===== src/rtl/cnn_fmap_sched_pkg.sv =====
// cnn_fmap_sched_pkg: scheduler state encoding and fmap geometry helpers.
// Latency: n/a (types and constant functions only).
// Backpressure: n/a.
package cnn_fmap_sched_pkg;

  typedef enum logic [1:0] {
    ST_IDLE  = 2'd0,
    ST_FETCH = 2'd1,
    ST_DRAIN = 2'd2,
    ST_DONE  = 2'd3
  } sched_state_e;

  // Output fmap side length for an unpadded, stride-1 convolution.
  function automatic int calc_ox(input int ix, input int kx);
    return ix - kx + 1;
  endfunction

  // Pixels per square input fmap.
  function automatic int calc_npix(input int ix);
    return ix * ix;
  endfunction

endpackage


===== src/rtl/cnn_fmap_sched_if.sv =====
// cnn_fmap_sched_if: control, image RAM read port and conv-core stream of the scheduler.
// Latency: n/a (wiring only); RAM data is expected 1 cycle after o_mem_rd_en.
// Backpressure: i_stall from the consumer side pauses reads.
// Ports: master = scheduler side, slave = environment side (control, RAM, conv core).
// Optional: o_err exists only when CNN_SCHED_ERR_EN is defined.
interface cnn_fmap_sched_if #(
  parameter int I_F_BW  = 8,
  parameter int ADDR_BW = 10
);
  logic               i_start;
  logic               i_stall;
  logic               o_busy;
  logic               o_done;
  logic               o_mem_rd_en;
  logic [ADDR_BW-1:0] o_mem_addr;
  logic [I_F_BW-1:0]  i_mem_rd_data;
  logic               o_core_valid;
  logic [I_F_BW-1:0]  o_core_fmap;
  logic               i_core_ot_valid;
  logic [ADDR_BW-1:0] o_ot_cnt;
`ifdef CNN_SCHED_ERR_EN
  logic               o_err;
`endif

  modport master (
    input  i_start, i_stall, i_mem_rd_data, i_core_ot_valid,
    output o_busy, o_done, o_mem_rd_en, o_mem_addr, o_core_valid, o_core_fmap, o_ot_cnt
`ifdef CNN_SCHED_ERR_EN
    , output o_err
`endif
  );

  modport slave (
    output i_start, i_stall, i_mem_rd_data, i_core_ot_valid,
    input  o_busy, o_done, o_mem_rd_en, o_mem_addr, o_core_valid, o_core_fmap, o_ot_cnt
`ifdef CNN_SCHED_ERR_EN
    , input o_err
`endif
  );

endinterface


===== src/rtl/cnn_fmap_sched.sv =====
// cnn_fmap_sched: streams an IX*IX fmap from image RAM to the conv core in raster order.
// Latency: read strobe follows state combinationally; pixel reaches the core 1 cycle after its read.
// Backpressure: i_stall pauses reads (an in-flight read still lands); done waits for all OX*OX core outputs.
// Ports: clk; reset (async, active-high); bus (cnn_fmap_sched_if.master): start/stall, busy/done,
//   RAM read port, core pixel stream, core output count.
// Optional: define CNN_SCHED_ERR_EN to add the WDOG drain watchdog and the sticky o_err flag.
module cnn_fmap_sched
  import cnn_fmap_sched_pkg::*;
#(
  parameter int IX      = 28,
  parameter int KX      = 5,
  parameter int I_F_BW  = 8,
  parameter int ADDR_BW = 10
`ifdef CNN_SCHED_ERR_EN
  ,
  parameter int WDOG    = 4096
`endif
) (
  input logic              clk,
  input logic              reset,
  cnn_fmap_sched_if.master bus
);

  localparam int OX   = calc_ox(IX, KX);
  localparam int NPIX = calc_npix(IX);
  localparam logic [ADDR_BW-1:0] LAST_ADDR = ADDR_BW'(NPIX - 1);
  localparam logic [ADDR_BW-1:0] OUT_TOTAL = ADDR_BW'(OX * OX);

  sched_state_e       state_q, state_d;
  logic [ADDR_BW-1:0] addr_q;
  logic [ADDR_BW-1:0] cnt_q;
  logic               core_vld_q;
  logic               start_ok;
  logic               rd_en;
  logic               cnt_full;
  logic               ot_accept;

  assign start_ok  = (state_q == ST_IDLE) && bus.i_start;
  assign rd_en     = (state_q == ST_FETCH) && !bus.i_stall;
  assign cnt_full  = (cnt_q == OUT_TOTAL);
  // Core outputs count in FETCH, DRAIN and DONE; the counter saturates.
  assign ot_accept = bus.i_core_ot_valid && (state_q != ST_IDLE) && !cnt_full;

`ifdef CNN_SCHED_ERR_EN
  localparam int WD_BW = $clog2(WDOG + 1);

  logic [WD_BW-1:0] wd_q;
  logic             err_q;
  logic             wd_hit;
  logic             err_set;

  // wd_q counts DRAIN cycles already spent, so a hit marks the WDOG-th one.
  assign wd_hit  = (state_q == ST_DRAIN) && (wd_q == WD_BW'(WDOG - 1));
  assign err_set = wd_hit || (bus.i_core_ot_valid && ((state_q == ST_IDLE) || cnt_full));

  always_ff @(posedge clk or posedge reset) begin
    if (reset) begin
      wd_q  <= '0;
      err_q <= 1'b0;
    end else begin
      wd_q <= (state_q == ST_DRAIN) ? wd_q + WD_BW'(1) : '0;
      if (start_ok) begin
        err_q <= 1'b0;
      end else if (err_set) begin
        err_q <= 1'b1;
      end
    end
  end

  assign bus.o_err = err_q;
`endif

  always_comb begin
    state_d = state_q;
    unique case (state_q)
      ST_IDLE: begin
        if (bus.i_start) state_d = ST_FETCH;
      end
      ST_FETCH: begin
        if (rd_en && (addr_q == LAST_ADDR)) state_d = ST_DRAIN;
      end
      ST_DRAIN: begin
`ifdef CNN_SCHED_ERR_EN
        if (cnt_full || wd_hit) state_d = ST_DONE;
`else
        if (cnt_full) state_d = ST_DONE;
`endif
      end
      ST_DONE: begin
        state_d = ST_IDLE;
      end
      default: state_d = ST_IDLE;
    endcase
  end

  always_ff @(posedge clk or posedge reset) begin
    if (reset) begin
      state_q    <= ST_IDLE;
      addr_q     <= '0;
      cnt_q      <= '0;
      core_vld_q <= 1'b0;
    end else begin
      state_q    <= state_d;
      core_vld_q <= rd_en;
      if (start_ok) begin
        addr_q <= '0;
      end else if (rd_en) begin
        addr_q <= addr_q + ADDR_BW'(1);
      end
      if (start_ok) begin
        cnt_q <= '0;
      end else if (ot_accept) begin
        cnt_q <= cnt_q + ADDR_BW'(1);
      end
    end
  end

  assign bus.o_busy       = (state_q != ST_IDLE);
  assign bus.o_done       = (state_q == ST_DONE);
  assign bus.o_mem_rd_en  = rd_en;
  assign bus.o_mem_addr   = addr_q;
  assign bus.o_core_valid = core_vld_q;
  // The RAM registers its read data, so the word on i_mem_rd_data in the
  // cycle after the strobe lines up with core_vld_q without another flop.
  assign bus.o_core_fmap  = core_vld_q ? bus.i_mem_rd_data : {I_F_BW{1'b0}};
  assign bus.o_ot_cnt     = cnt_q;

endmodule


===== src/flat_wrapper.sv =====
// flat-port wrapper written by rule: the top's interface ports become plain ports
module cnn_fmap_sched_flat import cnn_fmap_sched_pkg::*;
#(
  parameter int IX      = 28,
  parameter int KX      = 5,
  parameter int I_F_BW  = 8,
  parameter int ADDR_BW = 10

)
  (clk, reset, bus_i_start, bus_i_stall, bus_i_mem_rd_data, bus_i_core_ot_valid, bus_o_busy, bus_o_done, bus_o_mem_rd_en, bus_o_mem_addr, bus_o_core_valid, bus_o_core_fmap, bus_o_ot_cnt);
  cnn_fmap_sched_if #(.I_F_BW(I_F_BW), .ADDR_BW(ADDR_BW)) bus_i ();
  input logic clk;
  input logic reset;
  input wire logic [$bits(bus_i.i_start)-1:0] bus_i_start;
  input wire logic [$bits(bus_i.i_stall)-1:0] bus_i_stall;
  input wire logic [$bits(bus_i.i_mem_rd_data)-1:0] bus_i_mem_rd_data;
  input wire logic [$bits(bus_i.i_core_ot_valid)-1:0] bus_i_core_ot_valid;
  output wire logic [$bits(bus_i.o_busy)-1:0] bus_o_busy;
  output wire logic [$bits(bus_i.o_done)-1:0] bus_o_done;
  output wire logic [$bits(bus_i.o_mem_rd_en)-1:0] bus_o_mem_rd_en;
  output wire logic [$bits(bus_i.o_mem_addr)-1:0] bus_o_mem_addr;
  output wire logic [$bits(bus_i.o_core_valid)-1:0] bus_o_core_valid;
  output wire logic [$bits(bus_i.o_core_fmap)-1:0] bus_o_core_fmap;
  output wire logic [$bits(bus_i.o_ot_cnt)-1:0] bus_o_ot_cnt;
  assign bus_i.i_start = bus_i_start;
  assign bus_i.i_stall = bus_i_stall;
  assign bus_i.i_mem_rd_data = bus_i_mem_rd_data;
  assign bus_i.i_core_ot_valid = bus_i_core_ot_valid;
  assign bus_o_busy = bus_i.o_busy;
  assign bus_o_done = bus_i.o_done;
  assign bus_o_mem_rd_en = bus_i.o_mem_rd_en;
  assign bus_o_mem_addr = bus_i.o_mem_addr;
  assign bus_o_core_valid = bus_i.o_core_valid;
  assign bus_o_core_fmap = bus_i.o_core_fmap;
  assign bus_o_ot_cnt = bus_i.o_ot_cnt;
  cnn_fmap_sched #(.IX(IX), .KX(KX), .I_F_BW(I_F_BW), .ADDR_BW(ADDR_BW)) u_core (.clk(clk), .reset(reset), .bus(bus_i));
endmodule

===== config.mk =====
export PLATFORM = sky130hd
export DESIGN_NAME = cnn_fmap_sched_flat
export DESIGN_NICKNAME = d
export VERILOG_FILES = /design/src/rtl/cnn_fmap_sched_pkg.sv /design/src/rtl/cnn_fmap_sched_if.sv /design/src/rtl/cnn_fmap_sched.sv /design/src/flat_wrapper.sv
export SDC_FILE = /design/constraint.sdc
export NUM_CORES = 1
export LEC_CHECK = 0
export CELL_PAD_IN_SITES_DETAIL_PLACEMENT = 1
export CELL_PAD_IN_SITES_GLOBAL_PLACEMENT = 1
export CORE_ASPECT_RATIO = 1.5
export CORE_UTILIZATION = 36
export DETAILED_ROUTE_END_ITERATION = 7
export PLACE_DENSITY_LB_ADDON = 0.08
export SYNTH_ARGS = -nofsm -noshare
export SYNTH_HDL_FRONTEND = slang
export SYNTH_SLANG_ARGS = --single-unit

===== constraint.sdc =====
create_clock -name clk -period 3.8 [get_ports clk]
set_input_delay 1.14 -clock clk [delete_from_list [all_inputs] [get_ports clk]]
set_output_delay 1.14 -clock clk [all_outputs]
set_load 0.03 [all_outputs]

---- Word level (Yosys, flattened, before mapping) ----
Cells that the tools add are included.
storage, ports and cells
  memories kept ........................... 0
  register bits ........................... 23
  input bits .............................. 13
  ROM bits ................................ 0
  word-level logic and storage cells ...... 35
  latch bits .............................. 0
  output and inout bits ................... 32
  bits in writable memories ............... 0
cells by class
  bitwise gates (word level) .............. 0
  $mul .................................... 0
  shift-type cells ........................ 0
  muxes and demuxes ....................... 9
  div/mod/pow operators ................... 0
  eq/ne operators ......................... 8
  $lt $le $gt $ge ......................... 0
  reduce and logical (&&, ||, !) cells .... 12
  add/sub/neg operators ................... 2
operators with widths
  cell                                                    count
  two-way mux 10 bit                                      4
  adder 10 x 1 -> 10 bit (second input constant)          2
  equality test 10 bit (second input constant)            2
  two-way mux 8 bit                                       1
  one-hot mux 2 bit (4 select lines)                      1
  two-way mux 2 bit                                       3
  nonzero test 2 bit                                      3
  logical AND 1 bit                                       5
  equality test 2 bit (second input constant)             2
  inequality test 2 bit (second input constant)           2
  AND reduction 3 bit                                     1
  equality test 2 x 1 -> 1 bit (second input constant)    1
  logical NOT 1 bit                                       2
  logical NOT 2 bit                                       1
  inequality test 2 x 1 -> 1 bit (second input constant)  1

---- Logic depth before layout (Yosys ltp) ----
  depth after elaboration ................. 5
  gate-level depth with buffers ........... 6
  mapped depth without buffers ............ 6

---- Worst setup path before layout ----
Ideal clock, no wire load.
  path kind ............................... input port to output port
  start point ............................. in bus_i_stall
  end point ............................... out bus_o_mem_rd_en
  stages on the path ...................... 1
  arrival time ............................ 1.750 ns
  setup slack ............................. 0.910 ns
  data required time ...................... 2.660 ns
  cells stage by stage .................... nor2b_1
between the ends
  cells in the longest elaborated chain, start to end .. 2
ends and longest elaborated chain
  item               RTL line              RTL
  from (decl)        flat_wrapper.sv:15    input wire logic [$bits(bus_i.i_stall)-1:0] bus_i_stall;
  logical NOT 1 bit  cnn_fmap_sched.sv:39  assign rd_en = (state_q == ST_FETCH) && !bus.i_stall;
  logical AND 1 bit  cnn_fmap_sched.sv:39
  to (decl)          flat_wrapper.sv:20    output wire logic [$bits(bus_i.o_mem_rd_en)-1:0] bus_o_mem_rd_en;
No other way between the ends.

---- Worst setup path in the final report ----
  start point ............................. in bus_i_mem_rd_data[2]
  end point ............................... out bus_o_core_fmap[2]
between the ends
  cells in the longest elaborated chain, start to end .. 1
ends and longest elaborated chain
  item               RTL line               RTL
  from (decl)        flat_wrapper.sv:16     input wire logic [$bits(bus_i.i_mem_rd_data)-1:0] bus_i_mem_rd_data;
  two-way mux 8 bit  cnn_fmap_sched.sv:125  assign bus.o_core_fmap = core_vld_q ? bus.i_mem_rd_data : {I_F_BW{1'b0}};
  to (decl)          flat_wrapper.sv:23     output wire logic [$bits(bus_i.o_core_fmap)-1:0] bus_o_core_fmap;
No other way between the ends.

==> run_results.csv <==
group,metric,value,unit
global_routing,grt_max_degree,24,
timing,fin_setup_tns,0,ns
timing,final.min_clock_period,3.55,ns
detailed_routing,ant_nets,0,
die,num_io_pins,45,
die,die_h,76.4,um
worst_hold_path,whs_path_depth,2,
clock_tree,clockRootBuffer,"clkbuf_8",
pwr,max-vdd-ir-drop,0.298,mV
place,dpl-instance-area,1820,um^2
global_routing,grt_pass1_vias,1212,
die,die_area,3940,um^2
global_routing,use_met2,34.5,%
clock_tree,insertion_delay,0.26,ns
timing,drv_slew,0,
clock_tree,postCtsSetupBuffers,0,
timing,finalCritPeriodShare,93.4,%
logic_synthesis,yosys_warnings,0,
clock_tree,tritoncts,"done",
die,core_area,3480,um^2
logic_synthesis,ys_types,37,
critical_path,crit_path_start_kind,"input pin",
detailed_routing,drtIter0Drc,7,
critical_path,reg2regPathDepth,6,
die,initial_core_util,38.2,%
logic_synthesis,ys_top_cells_by_area,"dfrtp_1, ha_1, xor2_1",
global_routing,antenna_found_initial,0,
critical_path,worstSetupEndpointType,"output port",
clock_tree,numCtsBuffers,3,
place,portBuffers,44,
clock_tree,htree_levels,1,
critical_path,cp.arrival,2.41,ns
global_routing,grtUsageMet3,2.59,%
place,gp_congestion,0.707,
global_routing,overflow,0,
finish,post-route-cell-area,1860,um^2
finish,n_antenna_cell,0,
global_routing,grt_busiest_layer,"met2",
logic_synthesis,synth_top_area_share,43.3,%
timing,tightest_slew,0.909,ns
clock_tree,clock_path_buffers,2,
logic_synthesis,yosysSeqAreaShare,43.3,%
timing,timing.slew.headroom,39.3,%
logic_synthesis,synth-async-reset-ratio,100,%
critical_path,required,2.66,ns
finish,nets,204,
critical_path,worstPathCellList,"clkdlybuf4s50_1 > and2_1 > clkdlybuf4s50_1",
logic_synthesis,syn_area,1330,um^2
run,drv_cap,0,
clock_tree,ctsResizeCount,0,
pwr,p_leak,0.793,nW
critical_path,slowest_delay,0.68,ns
timing,hold_viol_final,0,
clock_tree,clkTransAtPathRegs,0.08,ns
timing,fin_skew,0.00496,ns
critical_path,cp_slowest_cell,"clkdlybuf4s50_1",
die,rows,26,
pwr,power_density,575,nW/um^2
detailed_routing,drc,0,
logic_synthesis,synth_area_leader_cell,"dfrtp_1",
timing,fmax,0.282,GHz
finish,syn_to_final_growth,40.0,%
detailed_routing,wl_per_cell,14.8,um
worst_hold_path,min_from,"u_core.bus.o_mem_addr[9]$_DFFE_PP0P_",
logic_synthesis,avgSynthCellArea,9.77,um^2
clock_tree,cts_hold_buf,0,
critical_path,critical_path.max_fanout,1,
worst_hold_path,hp-class,"reg -> reg",
detailed_routing,wirelength,3.31,mm
critical_path,worstSetupPathType,"in -> out",
die,die_w,51.6,um
critical_path,worstReg2RegStart,"u_core.state_q[1]$_DFFE_PP0P_",
logic_synthesis,synth_flop_cell,"dfrtp_1",
logic_synthesis,ys_ff_latch,23,
logic_synthesis,syn-num-nets,157,
critical_path,path_common_cell,"clkdlybuf4s50_1",
timing,finalSetupViolCount,0,
logic_synthesis,synth_common_cells,"dfrtp_1, nor2_1, and2_1, xor2_1, ha_1",
logic_synthesis,syn_inst,136,
global_routing,grt_pass1_wl,5.58,mm
critical_path,startpoint,"bus_i_mem_rd_data[2]",
place,dp_hpwl,2.58,mm
logic_synthesis,synth_edf_count,0,
timing,rsz0062_at_grt,"false",
detailed_routing,drt-pass1-iter-count,3,
run_status,status,"finished, final reports clean",
finish,drive_gt1_share,6.04,%
global_routing,grtUsageTotal,18.5,%
clock_tree,cts_sinks,23,
detailed_routing,drt-vias-per-instance,5.15,
logic_synthesis,synth.most_common_cell,"dfrtp_1",
global_routing,grtUsageMet1,20.1,%
detailed_routing,vias,1153,
-- metrics by stage --
stage / std cells / worst slack, ns / util (%) / hold WS (ns) / power [mW]
floorplan: 136 / 0.910 / - / 0.534 / 0.710
global placement: 220 / 0.288 / 52.2 / 0.549 / 0.914
detailed placement: 220 / 0.245 / 52.2 / 0.571 / 0.929
CTS: 224 / 0.239 / 53.5 / 0.591 / 1.09
global route: 224 / 0.240 / 53.5 / 0.613 / 1.15
finish: 224 / 0.250 / 53.5 / 0.582 / 1.07
-- area by class of cell --
| class | instances | area, um^2 |
|---|---|---|
| flip-flops and latches | 23 | 576 |
| repair buffers | 45 | 445 |
| well taps | 42 | 52.6 |
| inverters | 7 | 26.3 |
| fillers | 412 | 1620 |
| clock buffers | 4 | 45.0 |
| multi-input cells | 103 | 716 |
-- layer usage --
layer,part of all wire (%),up-vias,wire (um)
met5,0,-,0
met4,1.3,0,42
met1,41,575,1340
met2,56,17,1860
met3,2.1,4,69
li1,-,557,-
-- worst paths after layout --
kind | endpoint | slack, ns
max | bus_o_core_fmap[2] | 0.25
min | u_core.bus.o_mem_addr[9]$_DFFE_PP0P_ | 0.58
max reg2reg | u_core.state_q[1]$_DFFE_PP0P_ | 1.78
min reg2reg | u_core.bus.o_mem_addr[9]$_DFFE_PP0P_ | 0.58
max in group asynchronous | u_core.bus.o_ot_cnt[4]$_DFFE_PP0P_ | 1.87
min in group asynchronous | u_core.bus.o_ot_cnt[2]$_DFFE_PP0P_ | 1.37
-- worst max-delay path: cells and delay by family --
family        cells  cell delay [ns]
simple gates      1             0.13
buf+inv           2             1.14
-- placed cells by master, fill, tap and decap left out, types with 3 or more instances in the layout --
cell	netlist	final
dfrtp_1	23	23
a21oi_1	3	3
nand3_1	5	5
o21ai_0	3	3
ha_1	8	8
clkdlybuf4s50_1	0	43
nand2_1	7	7
xor2_1	10	10
clkbuf_8	0	3
and2_1	10	10
inv_1	7	7
nand4_1	5	5
nor2_1	18	18
xnor2_1	5	5
-- registers in the layout (all words and copies together) (netlist names) --
name,cells
u_core.bus.o_ot_cnt,10
u_core.bus.o_core_valid,1
u_core.state_q,2
u_core.bus.o_mem_addr,10
-- logic make-up (layout without fill, tap and decap cells) --
| group | count (synthesis) | count (layout) | share of synthesized area [%] |
|---|---|---|---|
| AND/OR/NAND/NOR | 65 | 65 | 27.7 |
| flip-flops | 23 | 23 | 43.3 |
| XOR/XNOR | 15 | 15 | 9.89 |
| multiplexers | 2 | 2 | 1.88 |
| AO/OA/AOI/OAI | 13 | 13 | 6.87 |
| adder cells (fa/ha/maj) | 8 | 8 | 7.53 |
| buffers and inverters | 10 | 56 | 2.83 |
-- where the power goes --
group	switching (mW)	total (mW)	internal [mW]
clock	0.0758	0.151	0.0748
combinational	0.284	0.501	0.218
sequential	0.105	0.418	0.313
Power figures use the tool's default switching activity.
==> edit 1, RTL diff (config.mk and constraints unchanged) <==
`ADDR_BW` is set to 10 in 3 places; all go to 11.
--- a/src/rtl/cnn_fmap_sched_if.sv
+++ b/src/rtl/cnn_fmap_sched_if.sv
@@ -6,5 +6,5 @@
 interface cnn_fmap_sched_if #(
   parameter int I_F_BW  = 8,
-  parameter int ADDR_BW = 10
+  parameter int ADDR_BW = 11
 );
   logic               i_start;
--- a/src/rtl/cnn_fmap_sched.sv
+++ b/src/rtl/cnn_fmap_sched.sv
@@ -11,5 +11,5 @@
   parameter int KX      = 5,
   parameter int I_F_BW  = 8,
-  parameter int ADDR_BW = 10
+  parameter int ADDR_BW = 11
 `ifdef CNN_SCHED_ERR_EN
   ,
--- a/src/flat_wrapper.sv
+++ b/src/flat_wrapper.sv
@@ -5,5 +5,5 @@
   parameter int KX      = 5,
   parameter int I_F_BW  = 8,
-  parameter int ADDR_BW = 10
+  parameter int ADDR_BW = 11
 
 )
Interface: changed (resized bus_o_mem_addr and bus_o_ot_cnt); port bits go from 45 to 47. The function was not compared with the original's and may differ.
==> edit 1 against the original RTL <==
- sequential cell count up 2
- synthesized area up 5.9%
- count of clock-buffer cells in the layout unchanged
- wire length increased by 8.3%
- final area is 5.2% higher
- setup slack improved by 0.013 ns
- total power shrank 0.76%
- non-clock buffer count increased by 1
- sequential share of layout area rose by 1.0 points
- highest routed layer unchanged
==> edit 1: results (changes against the original RTL) <==
| Metric | Value |
|---|---|
| Fin nets | 216 (was 204) |
| Inserted Diodes | 0 (unchanged) |
| First DRT Iteration DRCs | 13 (was 7) |
| Cells on worst reg2reg path | 5 (was 6) |
| Flop2flop setup slack | 1.84 ns (was 1.78 ns) |
| Synth unique cells | 35 (was 37) |
| Post-DP HPWL | 2.78 mm (was 2.58 mm) |
| Net Count, Synth | 167 (was 157) |
| Status | finished clean (unchanged) |
| Reg-to-reg endpoint | u_core.bus.o_ot_cnt[10] (was u_core.state_q[1]) |
| DP Area | 1910 um2 (was 1820 um2) |
| Worst Hold Path EP | u_core.bus.o_ot_cnt[2] (was u_core.bus.o_mem_addr[9]) |
| Slew headroom | 33.3% (was 39.3%) |
| Area contributors post-synth | dfrtp_1, ha_1, xor2_1 (unchanged) |
| Vias in the first global route | 1,321 (was 1,212) |
| Hold Crit Start | u_core.bus.o_ot_cnt[2] (was u_core.bus.o_mem_addr[9]) |
| First-pass DRT Iterations | 4 (was 3) |
| Wire per inst | 15.1 um (was 14.8 um) |
| Top cells by count, synth | dfrtp_1, nor2_1, nand2_1 (was dfrtp_1, nor2_1, and2_1, xor2_1, ha_1) |
| GPL Wtd Cong | 0.767 (was 0.707) |
| Number of I/O port buffers | 46 (was 44) |
| DR vias | 1,218 (was 1,153) |
| Layout cell share with drive strength beyond 1 | 4.12% (was 6.04%) |
| Internal Power | 612 uW (was 605 uW) |
| Final Skew | 0.00595 ns (was 0.00496 ns) |
| H-tree lvl count | 1 (unchanged) |
| WHS Path Cells | 1 (was 2) |
| Pin count of the biggest net entering global routing | 26 (was 24) |
| Static Leak | 0.000849 uW (was 0.000793 uW) |
| First-pass GRT wire length | 6.11 mm (was 5.58 mm) |
| Peak VDD IR | 0.384 mV (was 0.298 mV) |
-- edit 1: cell count changes after synthesis, sizes merged, moves of 2 or more --
cell | unedited run | this run
nand2 | 8 | 14
dfrtp | 23 | 25
nor4 | 0 | 2
inv | 7 | 9
xor2 | 10 | 8
nand4 | 5 | 3
or4 | 0 | 3
xnor2 | 5 | 7
a31oi | 2 | 0
-- edit 1: routing by layer --
| metal | GRT usage (%) | vias up | share of wire [%] | wire length, um |
|---|---|---|---|---|
| met2 | 36.8 | 23 | 57 | 2030 |
| met5 | 0 | - | 0 | 0 |
| met1 | 22.6 | 600 | 40 | 1420 |
| met3 | 2.71 | 4 | 2.5 | 89 |
| met4 | 5.53 | 0 | 1.2 | 43 |
| li1 | - | 591 | - | - |
-- edit 1: kinds of logic after synthesis --
group | after synthesis | synth area share, %
AND/OR/NAND/NOR | 72 | 27.5
AO/OA/AOI/OAI | 12 | 6.22
flip-flops | 25 | 44.4
adder cells (fa/ha/maj) | 8 | 7.11
XOR/XNOR | 15 | 9.33
buffers and inverters | 11 | 2.93
multiplexers | 3 | 2.49
-- edit 1: layout make-up --
cell class / instances / area (um2)
multi-input combinational: 110 / 741
sequential: 25 / 626
clock buffer: 4 / 45.0
inverter: 9 / 33.8
tap: 43 / 53.8
fill: 446 / 1760
timing repair buffer: 46 / 458
-- edit 1: worst max path at each step --
| stage | startpoint | to | slack (ns) | depth (start not counted) |
|---|---|---|---|---|
| 2_1_floorplan | bus_i_stall | bus_o_mem_rd_en | 1.04 | 2 |
| 3_3_place_gp | bus_i_mem_rd_data[1] | bus_o_core_fmap[1] | 0.29 | 3 |
| 3_5_place_dp | bus_i_mem_rd_data[1] | bus_o_core_fmap[1] | 0.26 | 3 |
| 4_1_cts | bus_i_mem_rd_data[1] | bus_o_core_fmap[1] | 0.26 | 3 |
| 5_1_grt | bus_i_mem_rd_data[1] | bus_o_core_fmap[1] | 0.21 | 3 |
| 6_report | bus_i_mem_rd_data[1] | bus_o_core_fmap[1] | 0.26 | 3 |
-- edit 1: power by group through the flow --
stage,Sequential [uW],Clock (uW),Combinational (uW)
finish,426,156,479
global route,439,172,527
CTS,428,161,486
detailed placement,433,0,482
global placement,429,0,474
floorplan,541,0,163
-- edit 1: metrics by stage --
stage | hold slack, ns | setup slack [ns] | cells | util [%] | total power, uW
final | 0.562 | 0.263 | 237 | 52.7 | 1060
after global routing | 0.598 | 0.213 | 237 | 52.7 | 1140
after CTS | 0.573 | 0.257 | 237 | 52.7 | 1070
after detailed placement | 0.554 | 0.262 | 233 | 51.4 | 915
after global placement | 0.532 | 0.286 | 233 | 51.4 | 903
after floorplan | 0.534 | 1.04 | 146 | - | 703
==> edit 2, RTL diff (config.mk and constraints unchanged) <==
Made on the original files. Re-encode `sched_state_e` (4 states) as one-hot, 4 bits wide.
--- a/src/rtl/cnn_fmap_sched_pkg.sv
+++ b/src/rtl/cnn_fmap_sched_pkg.sv
@@ -4,9 +4,9 @@
 package cnn_fmap_sched_pkg;
 
-  typedef enum logic [1:0] {
-    ST_IDLE  = 2'd0,
-    ST_FETCH = 2'd1,
-    ST_DRAIN = 2'd2,
-    ST_DONE  = 2'd3
+  typedef enum logic [3:0] {
+    ST_IDLE  = 4'b0001,
+    ST_FETCH = 4'b0010,
+    ST_DRAIN = 4'b0100,
+    ST_DONE  = 4'b1000
   } sched_state_e;
 
Function: no difference found for any inputs over 10 cycles, from zero or initial values and one cycle with reset high; not proved beyond that.
==> edit 2 against the original RTL <==
- first-iteration DRC count rose to 3.1 times the old value
- sequential cell count grew 2
- sequential share of layout area is 2.2 points higher
- via count up 11%
- wire length up 12%
- final area is 1.5% higher
- setup slack gained 0.0029 ns
- synthesized area rose by 3.7%
- cell count up 3.6%
- maximum frequency barely moved
- total power down 20%
- clock power increased by 7%
- largest cell class unchanged
- largest power group is now registers
==> edit 2: results (changes against the original RTL) <==
| Metric | Value |
|---|---|
| Pin count of the biggest net entering global routing | 26 (was 24) |
| Number of I/O port buffers | 44 (unchanged) |
| Fin nets | 206 (was 204) |
| Inst Count DP | 228 (was 220) |
| Post-DP HPWL | 2.77 mm (was 2.58 mm) |
| DR vias | 1,281 (was 1,153) |
| Area contributors post-synth | dfrtp_1, and2_1, xnor2_1 (was dfrtp_1, ha_1, xor2_1) |
| CTS resizes | 0 (unchanged) |
| Sequential share of the synthesized area | 45.5% (was 43.3%) |
| CP max-delay cell | clkdlybuf4s50_1 (unchanged) |
| Inserted Diodes | 0 (unchanged) |
| Hold Vio Cnt, Final | 0 (unchanged) |
| WHS Path Cells | 1 (was 2) |
| Insertion delay to the later sink of the worst-skew pair | 0.27 ns |
| Status | finished clean (unchanged) |
| First DRT Iteration DRCs | 22 (was 7) |
| First-pass DRT Iterations | 4 (was 3) |
| Worst Hold Path EP | u_core.bus.o_ot_cnt[2] (was u_core.bus.o_mem_addr[9]) |
| WP data required | 2.66 ns (about the same) |
| H-tree lvl count | 1 (unchanged) |
| Gate count of the mapped netlist | 146 (was 136) |
| Cells on worst reg2reg path | 4 (was 6) |
| Reg-to-reg endpoint | u_core.bus.o_mem_addr[9] (was u_core.state_q[1]) |
| GPL Wtd Cong | 0.678 (was 0.707) |
| First-pass GRT wire length | 6.07 mm (was 5.58 mm) |
| Peak VDD IR | 0.408 mV (was 0.298 mV) |
| CTS buffer count | 3 (unchanged) |
| Total GRT Usage | 19.3% (was 18.5%) |
| Root Buffer | clkbuf_8 (unchanged) |
| Reg2reg start | u_core.state_q[2] (was u_core.state_q[1]) |
| Hold Crit Start | u_core.bus.o_ot_cnt[2] (was u_core.bus.o_mem_addr[9]) |
| Initial antenna violation count | 0 (unchanged) |
| Final Skew | 0.00131 ns (was 0.00496 ns) |
| Wire per inst | 15.9 um (was 14.8 um) |
| Peak fanout along the critical path | 1 (unchanged) |
| Net Count, Synth | 162 (was 157) |
| Measured slew at the worst slew-check pin | 0.996 ns (was 0.909 ns) |
| Static Leak | 0.000766 uW (was 0.000793 uW) |
| Flop2flop setup slack | 1.57 ns (was 1.78 ns) |
| Layout cell share with drive strength beyond 1 | 3.70% (was 6.04%) |
| Filler instances | 449 (was 412) |
| Top cells by count, synth | dfrtp_1, nor2_1, and2_1 (was dfrtp_1, nor2_1, and2_1, xor2_1, ha_1) |
| Final wirelength | 3.70 mm (was 3.31 mm) |
| CP startpoint | bus_i_mem_rd_data[7] (was bus_i_mem_rd_data[2]) |
| CP max stage delay | 0.68 ns (about the same) |
[edit 2: changes by cell type after synthesis, sizes merged, moves of 4 or more]
cell	before	now
ha	8	3
nor2	18	13
nor4b	0	5
xor2	10	5
a21oi	3	7
o31ai	1	5
[edit 2: logic make-up (layout without fill, tap and decap cells)]
kind of cell	Yosys count	count (layout)	synth area share (%)
AND/OR/NAND/NOR	75	75	31.2
flip-flops	25	25	45.5
AO/OA/AOI/OAI	19	19	8.45
XOR/XNOR	12	12	7.63
buffers and inverters	11	54	3.72
adder cells (fa/ha/maj)	3	3	2.73
multiplexers	1	1	0.727
[edit 2: routing by layer]
layer  track usage [%]  wire length, um  vias to the layer above
met4              4.74               30                        0
met5                 0                0                        -
li1                  -                -                      608
met3              1.76               73                        4
met1              20.5             1460                      648
met2              38.0             2140                       21
[edit 2: worst max path at each step]
stage	endpoint
finish	bus_o_core_fmap[7]
global route	bus_o_busy
CTS	bus_o_core_fmap[7]
detailed placement	bus_o_core_fmap[7]
global placement	bus_o_core_fmap[6]
floorplan	bus_o_mem_rd_en
[edit 2: per-stage QoR]
stage          util (%)  setup WS [ns]  hold slack [ns]  area, um2  power (uW)
2_1_floorplan         -          0.751            0.514       1380         560
3_3_place_gp       50.5          0.285            0.538       1840         684
3_5_place_dp       50.5          0.244            0.539       1840         697
4_1_cts            51.8          0.239            0.563       1890         862
5_1_grt            51.8         0.0724            0.587       1890         896
6_report           51.8          0.253            0.570       1890         852
[edit 2: area by class of cell]
| class | instances | share of cell area (%) |
|---|---|---|
| inverter | 5 | 0.993 |
| clock buffer | 4 | 2.38 |
| tap | 43 | 2.85 |
| timing repair buffer | 45 | 23.6 |
| sequential | 25 | 33.2 |
| multi-input combinational | 110 | 37.0 |
[edit 2: critical path: cells and delay by family]
kind	cells	cell delay, ns
buf+inv	2	1.14
simple gates	1	0.12
[edit 2: power breakdown]
group          leakage, uW  switching, uW  internal (uW)
registers         0.000342           48.4            301
logic             0.000402            208            133
clock network    0.0000228           86.1           75.0
